===== config.mk =====
export PLATFORM = sky130hd
export DESIGN_NAME = fetch_sequencer_flat
export DESIGN_NICKNAME = d
export VERILOG_FILES = /design/src/rtl/fetch_sequencer_if.sv /design/src/rtl/fetch_sequencer.sv /design/src/flat_wrapper.sv
export SDC_FILE = /design/constraint.sdc
export NUM_CORES = 1
export LEC_CHECK = 0
export CELL_PAD_IN_SITES_DETAIL_PLACEMENT = 0
export CELL_PAD_IN_SITES_GLOBAL_PLACEMENT = 1
export CORE_MARGIN = 4
export CORE_UTILIZATION = 43
export DETAILED_ROUTE_END_ITERATION = 10
export GPL_TIMING_DRIVEN = 0
export HOLD_SLACK_MARGIN = 0.12
export PLACE_DENSITY_LB_ADDON = 0.1
export SYNTH_ARGS = -nofsm -noshare
export SYNTH_HDL_FRONTEND = slang
export SYNTH_SLANG_ARGS = --single-unit

===== constraint.sdc =====
create_clock -name clk -period 1.85 [get_ports clk]
set_input_delay 0.37 -clock clk [delete_from_list [all_inputs] [get_ports clk]]
set_output_delay 0.37 -clock clk [all_outputs]
set_load 0.05 [all_outputs]

===== src/rtl/fetch_sequencer_if.sv =====
// Handshake bundle between the fetch sequencer, instruction memory and decode.
// The master modport is the sequencer side; slave is the surrounding environment.
interface fetch_sequencer_if #(
    parameter int unsigned ADDR_W = 6,
    parameter int unsigned DATA_W = 32
) ();
    logic              start;
    logic              halt;
    logic              redirect_valid;
    logic [ADDR_W-1:0] redirect_pc;
    logic [ADDR_W-1:0] imem_addr;
    logic [DATA_W-1:0] imem_instr;
    logic              out_valid;
    logic              out_ready;
    logic [DATA_W-1:0] out_instr;
    logic [ADDR_W-1:0] out_pc;
    logic              running;

    modport master (
        input  start, halt, redirect_valid, redirect_pc, imem_instr, out_ready,
        output imem_addr, out_valid, out_instr, out_pc, running
    );

    modport slave (
        output start, halt, redirect_valid, redirect_pc, imem_instr, out_ready,
        input  imem_addr, out_valid, out_instr, out_pc, running
    );
endinterface


===== src/rtl/fetch_sequencer.sv =====
// Program counter plus prefetch FIFO feeding {pc, instr} to decode over valid/ready.
// Supports start/halt control and branch redirect with a full FIFO flush.
module fetch_sequencer #(
    parameter int unsigned       ADDR_W     = 6,
    parameter int unsigned       DATA_W     = 32,
    parameter int unsigned       FIFO_DEPTH = 2,
    parameter logic [ADDR_W-1:0] RESET_PC   = '0
) (
    input  logic              clk,
    input  logic              rst_n,
    fetch_sequencer_if.master bus
);
    localparam int unsigned PTR_W = $clog2(FIFO_DEPTH);
    localparam int unsigned CNT_W = PTR_W + 1;

    typedef enum logic [1:0] {StIdle, StRun, StHalted} state_e;

    state_e            r_state;
    state_e            w_state_next;
    logic [ADDR_W-1:0] r_pc;
    logic [DATA_W-1:0] r_fifo_instr [FIFO_DEPTH];
    logic [ADDR_W-1:0] r_fifo_pc    [FIFO_DEPTH];
    logic [PTR_W-1:0]  r_wptr;
    logic [PTR_W-1:0]  r_rptr;
    logic [CNT_W-1:0]  r_count;
    logic [DATA_W-1:0] r_last_instr;
    logic [ADDR_W-1:0] r_last_pc;

    logic w_empty;
    logic w_full;
    logic w_pop;
    logic w_push;

    assign w_empty = (r_count == '0);
    assign w_full  = (r_count == CNT_W'(FIFO_DEPTH));
    assign w_pop   = ~w_empty & bus.out_ready & ~bus.redirect_valid;
    assign w_push  = (r_state == StRun) & ~bus.redirect_valid & (~w_full | w_pop);

    assign bus.imem_addr = r_pc;
    assign bus.running   = (r_state == StRun);
    assign bus.out_valid = ~w_empty & ~bus.redirect_valid;
    // When empty, keep showing the most recently consumed head.
    assign bus.out_instr = w_empty ? r_last_instr : r_fifo_instr[r_rptr];
    assign bus.out_pc    = w_empty ? r_last_pc    : r_fifo_pc[r_rptr];

    always_comb begin
        w_state_next = r_state;
        case (r_state)
            StIdle:   if (bus.start) w_state_next = StRun;
            StRun:    if (bus.halt)  w_state_next = StHalted;
            StHalted: if (bus.start) w_state_next = StRun;
            default:  w_state_next = StIdle;
        endcase
    end

    always_ff @(posedge clk or negedge rst_n) begin
        if (!rst_n) begin
            r_state <= StIdle;
        end else begin
            r_state <= w_state_next;
        end
    end

    always_ff @(posedge clk or negedge rst_n) begin
        if (!rst_n) begin
            r_pc <= RESET_PC;
        end else if (bus.redirect_valid) begin
            r_pc <= bus.redirect_pc;
        end else if (w_push) begin
            r_pc <= r_pc + ADDR_W'(1);
        end
    end

    always_ff @(posedge clk or negedge rst_n) begin
        if (!rst_n) begin
            for (int i = 0; i < FIFO_DEPTH; i++) begin
                r_fifo_instr[i] <= '0;
                r_fifo_pc[i]    <= '0;
            end
        end else if (w_push) begin
            r_fifo_instr[r_wptr] <= bus.imem_instr;
            r_fifo_pc[r_wptr]    <= r_pc;
        end
    end

    always_ff @(posedge clk or negedge rst_n) begin
        if (!rst_n) begin
            r_wptr  <= '0;
            r_rptr  <= '0;
            r_count <= '0;
        end else if (bus.redirect_valid) begin
            r_wptr  <= '0;
            r_rptr  <= '0;
            r_count <= '0;
        end else begin
            if (w_push) r_wptr <= r_wptr + PTR_W'(1);
            if (w_pop)  r_rptr <= r_rptr + PTR_W'(1);
            if (w_push && !w_pop) begin
                r_count <= r_count + CNT_W'(1);
            end else if (w_pop && !w_push) begin
                r_count <= r_count - CNT_W'(1);
            end
        end
    end

    always_ff @(posedge clk or negedge rst_n) begin
        if (!rst_n) begin
            r_last_instr <= '0;
            r_last_pc    <= '0;
        end else if (w_pop) begin
            r_last_instr <= r_fifo_instr[r_rptr];
            r_last_pc    <= r_fifo_pc[r_rptr];
        end
    end
endmodule

===== src/flat_wrapper.sv =====
// flat-port wrapper written by rule: the top's interface ports become plain ports
module fetch_sequencer_flat 
#(
    parameter int unsigned       ADDR_W     = 6,
    parameter int unsigned       DATA_W     = 32,
    parameter int unsigned       FIFO_DEPTH = 2,
    parameter logic [ADDR_W-1:0] RESET_PC   = '0
)
  (clk, rst_n, bus_start, bus_halt, bus_redirect_valid, bus_redirect_pc, bus_imem_instr, bus_out_ready, bus_imem_addr, bus_out_valid, bus_out_instr, bus_out_pc, bus_running);
  fetch_sequencer_if #(.ADDR_W(ADDR_W), .DATA_W(DATA_W)) bus_i ();
  input  logic clk;
  input  logic rst_n;
  input wire logic [$bits(bus_i.start)-1:0] bus_start;
  input wire logic [$bits(bus_i.halt)-1:0] bus_halt;
  input wire logic [$bits(bus_i.redirect_valid)-1:0] bus_redirect_valid;
  input wire logic [$bits(bus_i.redirect_pc)-1:0] bus_redirect_pc;
  input wire logic [$bits(bus_i.imem_instr)-1:0] bus_imem_instr;
  input wire logic [$bits(bus_i.out_ready)-1:0] bus_out_ready;
  output wire logic [$bits(bus_i.imem_addr)-1:0] bus_imem_addr;
  output wire logic [$bits(bus_i.out_valid)-1:0] bus_out_valid;
  output wire logic [$bits(bus_i.out_instr)-1:0] bus_out_instr;
  output wire logic [$bits(bus_i.out_pc)-1:0] bus_out_pc;
  output wire logic [$bits(bus_i.running)-1:0] bus_running;
  assign bus_i.start = bus_start;
  assign bus_i.halt = bus_halt;
  assign bus_i.redirect_valid = bus_redirect_valid;
  assign bus_i.redirect_pc = bus_redirect_pc;
  assign bus_i.imem_instr = bus_imem_instr;
  assign bus_i.out_ready = bus_out_ready;
  assign bus_imem_addr = bus_i.imem_addr;
  assign bus_out_valid = bus_i.out_valid;
  assign bus_out_instr = bus_i.out_instr;
  assign bus_out_pc = bus_i.out_pc;
  assign bus_running = bus_i.running;
  fetch_sequencer #(.ADDR_W(ADDR_W), .DATA_W(DATA_W), .FIFO_DEPTH(FIFO_DEPTH), .RESET_PC(RESET_PC)) u_core (.clk(clk), .rst_n(rst_n), .bus(bus_i));
endmodule

==> results of run 1 <==
timing repair:
item                       CTS  global route
buffers inserted            14             4
setup endpoints to repair   92           144
hold buffers                 1             0
pin swaps                    6             5
gates cloned                 2             2
hold endpoints to repair    61             0
resized for setup          396            30
synthesized netlist by cell type (2+ instances only):
cell type	n
a21oi_1	40
buf_1	3
nand3b_1	2
inv_1	3
mux2_2	37
nand3_1	4
buf_6	6
xnor2_1	5
nor3_1	4
mux2_4	20
o21ai_0	43
mux2i_1	40
clkbuf_1	12
nand4_1	2
mux2_1	20
nor2_1	43
dfrtp_1	126
buf_4	2
xor2_1	2
nand2_1	47
buf_2	11
worst min-delay path by stage:
stage | startpoint | to | slack (ns) | cells after the start
after global routing | bus_out_ready | u_core.r_rptr | 0.40 | 4
after global placement | u_core.r_last_instr[19] | u_core.r_last_instr[19] | 0.46 | 2
final | bus_out_ready | u_core.r_rptr | 0.38 | 4
after detailed placement | rst_n | u_core.r_fifo_instr[57] | 0.40 | 1
after floorplan | rst_n | u_core.bus.imem_addr[0] | 0.07 | 0
after CTS | bus_out_ready | u_core.r_rptr | 0.37 | 4
cell families (layout without fill, tap and decap cells):
group           after synthesis  in the layout  share of synthesized area (%)
mux                         117            117                          23.56
buf+inv                      37            178                          3.600
compound gates               87             87                          7.860
fa+ha+maj                     1              1                         0.2195
xor+xnor                      7              7                          1.076
flops                       126            126                          55.32
simple gates                109            109                          8.364
metal layers:
| metal | vias to the layer above | GRT usage [%] | share of wire [%] |
|---|---|---|---|
| li1 | 1933 | - | - |
| met1 | 2139 | 27.39 | 46 |
| met2 | 88 | 33.81 | 49 |
| met3 | 20 | 5.169 | 4.1 |
| met4 | 0 | 6.228 | 1.1 |
| met5 | - | 0 | 0 |
worst max-delay path: cells and delay by family (launching register included):
kind,cells,cell delay [ns]
buffers and inverters,3,0.50
flip-flops,1,0.38
AND/OR/NAND/NOR,1,0.30
AO/OA/AOI/OAI,1,0.15
sequential cells by signal, summed over array words and instances, names as in the netlist:
name                  cells
u_core.r_fifo_instr      64
u_core.r_last_instr      32
u_core.r_fifo_pc         12
u_core.bus.imem_addr      6
u_core.r_last_pc          6
u_core.r_count            2
u_core.r_state            2
u_core.r_rptr             1
u_core.r_wptr             1
report_power, final:
part	internal (mW)	leakage, nW	total, mW	switching, mW
Combinational	3.56	1.83	8.03	4.47
Clock	2.26	0.308	3.41	1.15
Sequential	4.02	1.54	4.96	0.939
cell type report:
class	count	area (sq um)	area share [%]
well taps	172	215.2	2.477
repair buffers	112	1237	14.24
multi-input cells	321	3095	35.63
clock buffers	26	539.3	6.208
plain buffers	32	359.1	4.134
clock inverters	5	75.07	0.8642
inverters	3	11.26	0.1296
flip-flops and latches	126	3154	36.31
==> results.txt, run 1 <==
The count of flip-flops with a built-in enable after synthesis came out at 0. Traced cell by cell, the critical path runs through or2_4 > buf_12 > buf_12 > a21oi_4 > buf_6. STA classifies the critical path endpoint as a primary output. The critical path ends at bus_out_instr[2].

The final worst-path setup slack came out at -0.2718 ns. The synthesized design contains around 130 register bits. The post-route worst hold slack came out at roughly 0.38 ns. After routing the design area is approximately 8700 sq um. In this run the standard cell core region covers between 10,000 and 15,000 sq um. The post-route total power came out at about 16 mW.

The number of placed instances with taps included came out at approximately 750. The overall fraction of global-route tracks in use came out at around a fifth. The detailed-routing iteration count for the pre-antenna-repair pass came out at 4. The post-detailed-route via-to-cell ratio came out at roughly 5.2. The layout cell share with drive strength beyond 1 is between 40% and 50%. The worst reg-to-reg path cell count is 6. The floorplan step defined a die boundary enclosing approximately 15,000 sq um. Synthesis handed over a netlist of a little under 500 instances. The pin count of the biggest net entering global routing is 66. The number of warnings reported in the yosys synthesis log came out at 0.

The worst slew slack as a fraction of its limit is 60.09%. TritonCTS built the clock tree. The deepest clock path buffer count is 2.

The largest stage delay on the critical path came out at approximately 0.38 ns. The count of different cell masters after synthesis came out at 33. The count of buffers from port buffering is between 80 and 90.

The cell type with the largest total area after synthesis is dfrtp_1. The final total negative setup slack came out at -9.341 ns. The highest clock frequency the design can meet is about 470 MHz. Counting every net in the synthesized netlist gives 529.

Row generation in the floorplan step produced 41 rows. The effective utilization at floorplan came out at 44.62%. Counting the fill cells in the layout gives 936. The clock period minus final worst setup slack is 2.122 ns. For this run the aggregate overflow at the end of global routing stands at 0. The worst hold path belongs to the class in2reg.

Across the run, the number of max-cap violations was 0. The maximum level of the CTS H-tree is 4. The run finished, with violations left. The height of the chip is 123.1 um.

At the pin with the least slew margin, the transition time is ~0.60 ns. The critical path starts at u_core.r_count[1]. The signal arrival time at the worst endpoint is around 1.8 ns. The power per standard cell area is around 1900 nW/um^2. The area growth from synthesis to layout is 52.43%. The final number of hold-violating endpoints is 0. The number of antenna violations at the first check in global routing is 0. The total clock buffers created by CTS is 17. Ranked by total cell area, the synthesized netlist is headed by dfrtp_1, mux2_2, mux2i_1. For this run, the share of the core covered by cells in the final layout is between 60% and 70%. The number of global-route vias before repair came to approximately 4.6k. The via total after detailed routing is roughly 4.2k.

For this run, the register share of the synthesized area comes to between 50 and 60%. The finished layout holds between 700 and 800 standard cells, fillers aside. Prior to clock tree synthesis, the placed netlist has a worst setup slack of -0.9252 ns. The checks that failed: setup timing. The average size of a mapped cell came out at 11.78 sq um. The final net count is ~660. The instance area at placement came out at around 7300 sq um. The share of Yosys cell area claimed by the top area cell type came out at 55.32%. The worst ir drop on vdd is about 0.0011 V. The average routed wire per standard cell came out at 18.46 um. On the critical path, the stage with the largest delay is an instance of dfrtp_1.

The clock transition at the register clock pins on the worst setup and hold paths after CTS is around 0.050 ns. The largest clock skew in the final design is roughly 0.0070 ns. The congestion estimate from routability-driven global placement came to around 0.77. In the synthesized netlist the dominant register cell turns out to be dfrtp_1. The first routing iteration left between 200 and 300 violations. The startpoint identified for the worst register-to-register timing path is u_core.r_count[1]. The required time at the endpoint of the critical path is 1.48 ns. The synthesized cell area is approximately 5700 sq um. The worst setup path is launched from a register. The reg2reg setup slack came out at about 0.03 ns. The top cell types in the final layout, fill and taps aside, are dfrtp_1, nand2_1, buf_6. In the finished design, the share of the clock period the worst path needs comes to 114.7%. The commonest non-fill, non-tap cell in the layout is dfrtp_1. The global-route wire length before repair is approximately 24,000 um. The routed design has around 15,000 um of wire.

The setup path with the least slack is of type reg2out. Setup repair after global routing could not meet its margin everywhere. The proportion of synthesized flip-flops having asynchronous set or reset is 100.0%. The worst register-to-register path ends at u_core.r_fifo_pc[1]. Once detail routing completed, the nets flagged for antenna violations numbered 0. The number of sinks handled by clock tree synthesis came out at about 130.

The master cell of the clock root buffer is clkbuf_16. The leakage component of the power came out at about 3.7 nW. The final number of setup-violating endpoints came out at 39. The die outline width came out at 123.1 um. The top-level I/O count came out at 90.

In this design, the critical path's most frequently occurring cell is buf_12. The number of inserted diodes came out at 0. The maximum fanout along the worst path came out at 10. The total half-perimeter wirelength after legalization and detailed placement came out at 9198 um. The clock insertion delay at the later pin of the skew report is slightly above 0.4 ns. After detailed routing, the number of remaining DRC violations is 0. The number of max-slew violations in the final report is 0.
Note: power is estimated with default switching activity, not from simulation.
==> inputs of run 2 (changes only) <==
--- a/config.mk
+++ b/config.mk
@@ -13,6 +13,7 @@
 export GPL_TIMING_DRIVEN = 0
 export HOLD_SLACK_MARGIN = 0.12
 export PLACE_DENSITY_LB_ADDON = 0.1
+export SLEW_MARGIN = 20
 export SYNTH_ARGS = -nofsm -noshare
 export SYNTH_HDL_FRONTEND = slang
 export SYNTH_SLANG_ARGS = --single-unit
==> results of run 2 <==
Same layout as run 1: the final DEF is identical, and so are final timing and power.
